### src/rtl/cpsr_write_ctrl.sv
// CPSR write sequencer: arbitrates flag updates, MSR writes, exception entry and
// exception return onto the CPSR field-load code (ld) and data (din); holds spsr.
module cpsr_write_ctrl #(
   parameter logic [31:0] SPSR_RESET = 32'h0000_0000,
   parameter int          MSR_ENABLE = 1
) (
   input  logic        clk,
   input  logic        reset,
   input  logic [31:0] cpsr_q,
   input  logic        flags_valid,
   input  logic [3:0]  flags,
   output logic        flags_ready,
   input  logic        msr_valid,
   input  logic [2:0]  msr_mask,
   input  logic [31:0] msr_data,
   output logic        msr_ready,
   output logic        msr_err,
   input  logic        exc_req,
   input  logic [5:0]  exc_mode,
   output logic        exc_ack,
   input  logic        rfe_req,
   output logic        rfe_ready,
   output logic [2:0]  ld,
   output logic [31:0] din,
   output logic [31:0] spsr,
   output logic        busy
);

   // Handshake: a request is accepted on the rising edge where its valid and
   // ready are both 1; a requester that sees ready=0 keeps valid and its data stable.

   typedef enum logic [1:0] {
      IDLE   = 2'd0,
      SAVE   = 2'd1,
      SWITCH = 2'd2
   } state_t;

   localparam logic MSR_EN = (MSR_ENABLE != 0);

   state_t      state, state_d;
   logic [2:0]  ld_d;
   logic [31:0] din_d;
   logic [31:0] spsr_d;
   logic        ack_d;
   logic        err_d;

   logic idle;
   logic exc_pend;
   logic rfe_acc;
   logic msr_acc;
   logic flags_acc;
   logic mask_legal;

   assign idle = (state == IDLE);
   // exc_req is still held during its ack cycle; it must not restart entry.
   assign exc_pend = exc_req && !exc_ack;

   assign rfe_ready   = idle && !exc_pend;
   assign msr_ready   = idle && !exc_pend && !rfe_req && MSR_EN;
   assign flags_ready = idle && !exc_pend && !rfe_req && !(msr_valid && MSR_EN);
   assign busy        = !idle;

   assign rfe_acc   = rfe_req && rfe_ready;
   assign msr_acc   = msr_valid && msr_ready;
   assign flags_acc = flags_valid && flags_ready;

   assign mask_legal = (msr_mask == 3'b001) || (msr_mask == 3'b010) ||
                       (msr_mask == 3'b100) || (msr_mask == 3'b111);

   always_ff @(posedge clk or posedge reset) begin
      if (reset) begin
         state   <= IDLE;
         ld      <= 3'b000;
         din     <= 32'h0;
         spsr    <= SPSR_RESET;
         exc_ack <= 1'b0;
         msr_err <= 1'b0;
      end else begin
         state   <= state_d;
         ld      <= ld_d;
         din     <= din_d;
         spsr    <= spsr_d;
         exc_ack <= ack_d;
         msr_err <= err_d;
      end
   end

   always_comb begin
      state_d = state;
      case (state)
         IDLE:    if (exc_pend) state_d = SAVE;
         SAVE:    state_d = SWITCH;
         SWITCH:  state_d = IDLE;
         default: state_d = IDLE;
      endcase
   end

   always_comb begin
      ld_d   = 3'b000;
      din_d  = din;
      spsr_d = spsr;
      ack_d  = 1'b0;
      err_d  = 1'b0;
      case (state)
         IDLE: begin
            // Entry leaves ld idle for one cycle so a write issued last cycle lands first.
            if (rfe_acc) begin
               ld_d  = 3'b111;
               din_d = spsr;
            end else if (msr_acc) begin
               if (mask_legal) begin
                  ld_d  = msr_mask;
                  din_d = msr_data;
               end else begin
                  err_d = 1'b1;
               end
            end else if (flags_acc) begin
               ld_d  = 3'b001;
               din_d = {cpsr_q[31:10], flags, cpsr_q[5:0]};
            end
         end
         SAVE: begin
            spsr_d = cpsr_q;
            ld_d   = 3'b010;
            din_d  = {cpsr_q[31:6], exc_mode};
         end
         SWITCH: begin
            ack_d = 1'b1;
         end
         default: begin
            ld_d = 3'b000;
         end
      endcase
   end

endmodule
### config.mk
export PLATFORM = sky130hd
export DESIGN_NAME = cpsr_write_ctrl
export DESIGN_NICKNAME = d
export VERILOG_FILES = /design/src/rtl/cpsr_write_ctrl.sv
export SDC_FILE = /design/constraint.sdc
export NUM_CORES = 1
export LEC_CHECK = 0
export BUFFER_PORTS_ARGS = -buffer_cell sky130_fd_sc_hd__buf_2
export CAP_MARGIN = 30
export CORE_ASPECT_RATIO = 1.25
export CORE_MARGIN = 2
export CORE_UTILIZATION = 50
export CTS_BUF_LIST = sky130_fd_sc_hd__clkbuf_8
export CTS_CLUSTER_DIAMETER = 150
export DETAILED_ROUTE_END_ITERATION = 6
export GPL_TIMING_DRIVEN = 0
export PLACE_DENSITY = 0.83
export SYNTH_ARGS = -nofsm -noshare
export SYNTH_HDL_FRONTEND = slang
export SYNTH_SLANG_ARGS = --single-unit
### constraint.sdc
create_clock -name clk -period 3.9 [get_ports clk]
set_clock_uncertainty 0.2 [all_clocks]
set_input_delay 0.39 -clock clk [delete_from_list [all_inputs] [get_ports clk]]
set_output_delay 0.39 -clock clk [all_outputs]
set_load 0.03 [all_outputs]
# After elaboration in Yosys (flattened, before gate mapping)
# Cells that the tools add are included.
[word_totals] register_bits=71 in_bits=83 out_inout_bits=73
[classes] n_reduce_logical=18 mux=17 n_eq_ne=9
[op_table] operator="two-way mux 32 bit" n=4
[op_table] operator="one-hot mux 32 bit (2 select lines)" n=1
[op_table] operator="two-way mux 3 bit" n=3
[op_table] operator="logical AND 1 bit" n=7
[op_table] operator="== test 3 bit, second input constant" n=2
[op_table] operator="two-way mux 1 bit" n=6
[op_table] operator="one-hot mux 3 bit (2 select lines)" n=1
[op_table] operator="logical NOT 1 bit" n=5
[op_table] operator="inequality test 4 x 1 -> 1 bit, second input constant" n=1
[op_table] operator="inequality test 4 x 3 -> 1 bit, second input constant" n=1
[op_table] operator="one-hot mux 2 bit (2 select lines)" n=1
[op_table] operator="== test 3 x 1 -> 1 bit, second input constant" n=1
[op_table] operator="== test 3 x 2 -> 1 bit, second input constant" n=1
[op_table] operator="logical OR 1 bit" n=3
[op_table] operator="AND reduction 3 bit" n=1
[op_table] operator="== test 2 x 1 -> 1 bit, second input constant" n=1
[op_table] operator="== test 2 bit, second input constant" n=1
[op_table] operator="logical NOT 2 bit" n=1
[op_table] operator="two-way mux 2 bit" n=1
[op_table] operator="inequality test 2 x 1 -> 1 bit, second input constant" n=1
[op_table] operator="nonzero test 2 bit" n=1

# Depth between registers and ports, before layout
[depth] word_depth=11 mapped_depth=9 depth_no_buf=5

# Worst setup path after synthesis
# OpenSTA, ideal clock, no wires.
[synth_path] kind="input to register" startpoint="input rfe_req" endpoint="register din[23]" slack_ns=1.709 arrival_time_ns=1.855 required_ns=3.564 stages=9 cell_sequence="buf_2 -> or3b_1 -> buf_2 -> nor4_4 -> buf_4 -> or2_1 -> buf_6 -> buf_6 -> o31ai_2"
[synth_between] elab_chain_cells=6 word_cells_on_any_way=12 cone_classes="2 x eq/ne; 3 x mux; 7 x reduce/logical"
[synth_rtl] item="start, declared" line="21" text="input logic rfe_req,"
[synth_rtl] item="logical NOT 1 bit" line="59, 60"
[synth_rtl] item="logical AND 1 bit" line="59, 60"
[synth_rtl] item="logical AND 1 bit (on tied branches)" line="60, 64"
[synth_rtl] item="logical AND 1 bit / two-way mux 32 bit (equally long branches)" line="65, 110"
[synth_rtl] item="inequality test 4 x 1 -> 1 bit (no source line) / two-way mux 32 bit (equally long branches)"
[synth_rtl] item="AND reduction 3 bit (no source line) / one-hot mux 32 bit (2 select lines) (equally long branches)"
[synth_rtl] item="end signal, assigned" line="81" text="din <= din_d;"
[synth_rtl] item="end, declared" line="24" text="output logic [31:0] din,"
# Parallel ways exist; a longest one is shown, timed or not.
# A chain may end at the register's enable or synchronous reset.

# Worst setup path after layout
[layout_path] startpoint="register state[1]" endpoint="output flags_ready"
[layout_between] elab_chain_cells=4
[layout_rtl] item="start, declared" line="40" text="state_t state, state_d;"
[layout_rtl] item="start signal, assigned" line="79" text="state <= state_d;"
[layout_rtl] item="logical NOT 2 bit" line="54" text="assign idle = (state == IDLE);"
[layout_rtl] item="logical AND 1 bit (3 in series)" line="60" text="assign flags_ready = idle && !exc_pend && !rfe_req && !(msr_valid && MSR_EN);"
[layout_rtl] item="end, declared" line="12" text="output logic flags_ready,"
# Every way passes these cells.

==> insert_results.sql <==
INSERT INTO impl_metrics (metric_group, metric, value, unit) VALUES
('run_status', 'run_status', 'finished clean', ''),
('clocking', 'ctsResizeCount', '0', ''),
('global_route', 'number_of_global_route_vias_before_repair', '3850', ''),
('sta', 'worst_max_slew_pin_slew', '0.873', 'ns'),
('logic_synthesis', 'number_of_enable_type_register_cells_in_the_synthesized_netlist', '0', ''),
('worst_hold_path', 'min_path_type', 'in2async', ''),
('floorplan', 'die_area', '0.00818', 'mm2'),
('logic_synthesis', 'post-synth-top-area-cell', 'dfrtp_1', ''),
('floorplan', 'ioPinCount', '156', ''),
('logic_synthesis', 'synth.yosys.warnings', '0', ''),
('layout', 'finalNonFillerCells', '679', ''),
('logic_synthesis', 'post_synth_main_area_contributors', 'dfrtp_1 48%, nand2_1 8.5%, o21ai_0 4.8%', ''),
('clocking', 'max-clock-path-buffers', '2', ''),
('floorplan', 'fp.dieW', '81.3', 'um'),
('pwr', 'pwr_density_cell', '976', 'mW/mm2'),
('logic_synthesis', 'synth_top_area_share', '47.6', '%'),
('clocking', 'cts.clk_slew.worst_paths', '0.08', 'ns'),
('sta', 'final_hold_viol_count', '0', ''),
('global_route', 'grt_pass1_wl', '18400', 'um'),
('sta', 'timing.final.setup_violations', '0', ''),
('logic_synthesis', 'synthDistinctLibCells', '36', ''),
('logic_synthesis', 'number_of_cells_produced_by_synthesis', '417', ''),
('flow_run', 'max_cap_viol_count', '0', ''),
('floorplan', 'fp.dieH', '101', 'um'),
('logic_synthesis', 'synth_area_per_cell', '8.95', 'um2'),
('critical_path', 'crit_path_top_delay_cell', 'nor2_1', ''),
('clocking', 'cts_hold_buffers', '0', ''),
('detailed_routing', 'final_antenna_violating_net_count', '0', ''),
('critical_path', 'cell_depth_of_the_worst_setup_path', '5', ''),
('critical_path', 'crit_buf_inv', '2', ''),
('detailed_routing', 'vias_per_cell', '5.92', ''),
('sta', 'highest_clock_frequency_the_design_can_meet', '372', 'MHz'),
('detailed_routing', 'met3RoutedLength', '975', 'um'),
('critical_path', 'worst_path_required_time', '3.31', 'ns'),
('layout', 'finish.instance_area', '0.00482', 'mm2'),
('sta', 'timing.max_slew.rel_slack', '41.8', '%'),
('logic_synthesis', 'synth_commonest_cells', '85 x nand2_1, 71 x dfrtp_1, 36 x o21ai_0', ''),
('layout', 'antenna_cells_inserted', '0', ''),
('detailed_routing', 'dr_total_vias', '4019', ''),
('critical_path', 'worst_r2r_path_depth', '6', ''),
('clocking', 'cts_tree', 'yes', ''),
('global_route', 'grt_antenna_before_repair', '0', ''),
('sta', 'fin_tns_setup', '0', 'ns'),
('place', 'gpl.final_weighted_congestion', '0.886', ''),
('clocking', 'tritoncts.num_buffers', '9', ''),
('floorplan', 'placeable_core_region', '0.00731', 'mm2'),
('logic_synthesis', 'syn_area', '0.00373', 'mm2'),
('critical_path', 'category_of_the_worst_setup_path_capture_point', 'primary output', ''),
('critical_path', 'regToRegSetupSlack', '1.33', 'ns'),
('place', 'post-place-cells', '663', ''),
('global_route', 'globalRoute.totalOverflow', '0', ''),
('sta', 'unrepaired_setup_endpoints_after_global_routing', 'no', ''),
('logic_synthesis', 'synth.yosys.seq_area_share', '47.6', '%'),
('layout', 'area.growth.synth_to_final', '29.1', '%'),
('critical_path', 'maximum_fanout_along_the_worst_path', '10', ''),
('place', 'place_ws', '1.32', 'ns'),
('place', 'post-dp-hpwl', '8510', 'um'),
('logic_synthesis', 'yosys_most_used_dff', 'dfrtp_1', ''),
('critical_path', 'worstReg2RegEnd', 'din[11]', ''),
('pwr', 'cellLeakagePower', '2.35', 'nW'),
('detailed_routing', 'highest_layer', 'met4', ''),
('detailed_routing', 'drt_wirelength', '11700', 'um'),
('layout', 'final_core_util', '65.9', '%'),
('critical_path', 'worst_setup_start_kind', 'register', ''),
('logic_synthesis', 'asyncSetResetFlopFracSynth', '100', '%'),
('detailed_routing', 'post_drt_wl_per_cell', '17.3', 'um'),
('logic_synthesis', 'yosysMostFrequentCell', 'nand2_1', ''),
('critical_path', 'cp.arrival', '2.10', 'ns'),
('detailed_routing', 'dr.first_iter.drc_count', '315', ''),
('floorplan', 'floorplan.initialDensity', '51.1', '%'),
('clocking', 'clk_latency', '0.36', 'ns');
-- cell usage in the layout (no fill, tap or decap), types with 2 or more instances in the layout --
| cell | n |
|---|---|
| xnor2_1 | 2 |
| mux2_2 | 6 |
| nor3_1 | 10 |
| clkbuf_8 | 10 |
| o41ai_2 | 2 |
| a2bb2oi_1 | 4 |
| inv_1 | 15 |
| buf_4 | 2 |
| nand2b_1 | 3 |
| clkinvlp_4 | 2 |
| nor4_1 | 17 |
| a2111oi_0 | 9 |
| clkbuf_1 | 33 |
| and3_1 | 2 |
| nor2_1 | 29 |
| buf_2 | 158 |
| buf_6 | 3 |
| dfrtp_1 | 71 |
| nand2_1 | 85 |
| o21ai_0 | 36 |
| a31oi_1 | 7 |
| clkinv_2 | 3 |
| a21oi_1 | 7 |
| o41ai_1 | 8 |
| a32oi_1 | 9 |
| o31ai_1 | 18 |
| o31ai_2 | 10 |
| o22ai_1 | 13 |
-- routing by layer --
layer / vias up / track usage, %
met1: 1923 / 38.5
met3: 38 / 5.38
met4: 0 / 14.2
met2: 217 / 46.2
met5: - / 0
li1: 1841 / -
-- cells by family (layout without fill, tap and decap cells) --
| family | Yosys count | after routing | share of synthesized area [%] |
|---|---|---|---|
| DFF | 71 | 71 | 47.6 |
| xor gates and xnor gates | 3 | 3 | 1.14 |
| muxes | 6 | 6 | 1.81 |
| AOI/OAI and AO/OA | 125 | 125 | 24.4 |
| buffers and inverters | 58 | 228 | 6.77 |
| and+or+nand+nor | 154 | 154 | 18.3 |
-- cell type report --
| class | instances | area (um2) | area share [%] |
|---|---|---|---|
| timing repair buffer | 154 | 771 | 16.0 |
| clock buffer | 10 | 138 | 2.86 |
| inverter | 16 | 62.6 | 1.30 |
| sequential | 71 | 1780 | 36.9 |
| clock inverter | 6 | 60.1 | 1.25 |
| tap | 92 | 115 | 2.39 |
| multi-input combinational | 288 | 1700 | 35.4 |
| buffer | 42 | 193 | 4.00 |
-- worst max path at each step --
stage / start / to / slack, ns
global placement: reset / spsr[26] / 0.64
finish: state[1] / flags_ready / 1.21
global route: state[1] / flags_ready / 1.10
floorplan: reset / din[0] / 1.51
CTS: state[1] / flags_ready / 1.25
detailed placement: exc_req / din[13] / 1.32
-- where the power goes --
group / switching, mW / internal, mW / total, mW
registers: 0.211 / 1.10 / 1.31
clock network: 0.291 / 0.309 / 0.600
logic: 1.94 / 0.856 / 2.79
total: 2.44 / 2.26 / 4.71
-- sequential cells by signal, indices dropped and copies added, names as in the netlist --
register and flops:
exc_ack 1, state 2, din 32, spsr 32
msr_err 1, ld 3
-- through the flow --
stage | power, mW | hold WS, ns
after floorplan | 3.26 | 0.295
after global placement | 4.02 | 0.279
after detailed placement | 4.10 | 0.287
after CTS | 4.70 | 0.0313
after global routing | 5.00 | 0.0461
final | 4.71 | 0.0158
(Power assumes the default switching activity.)
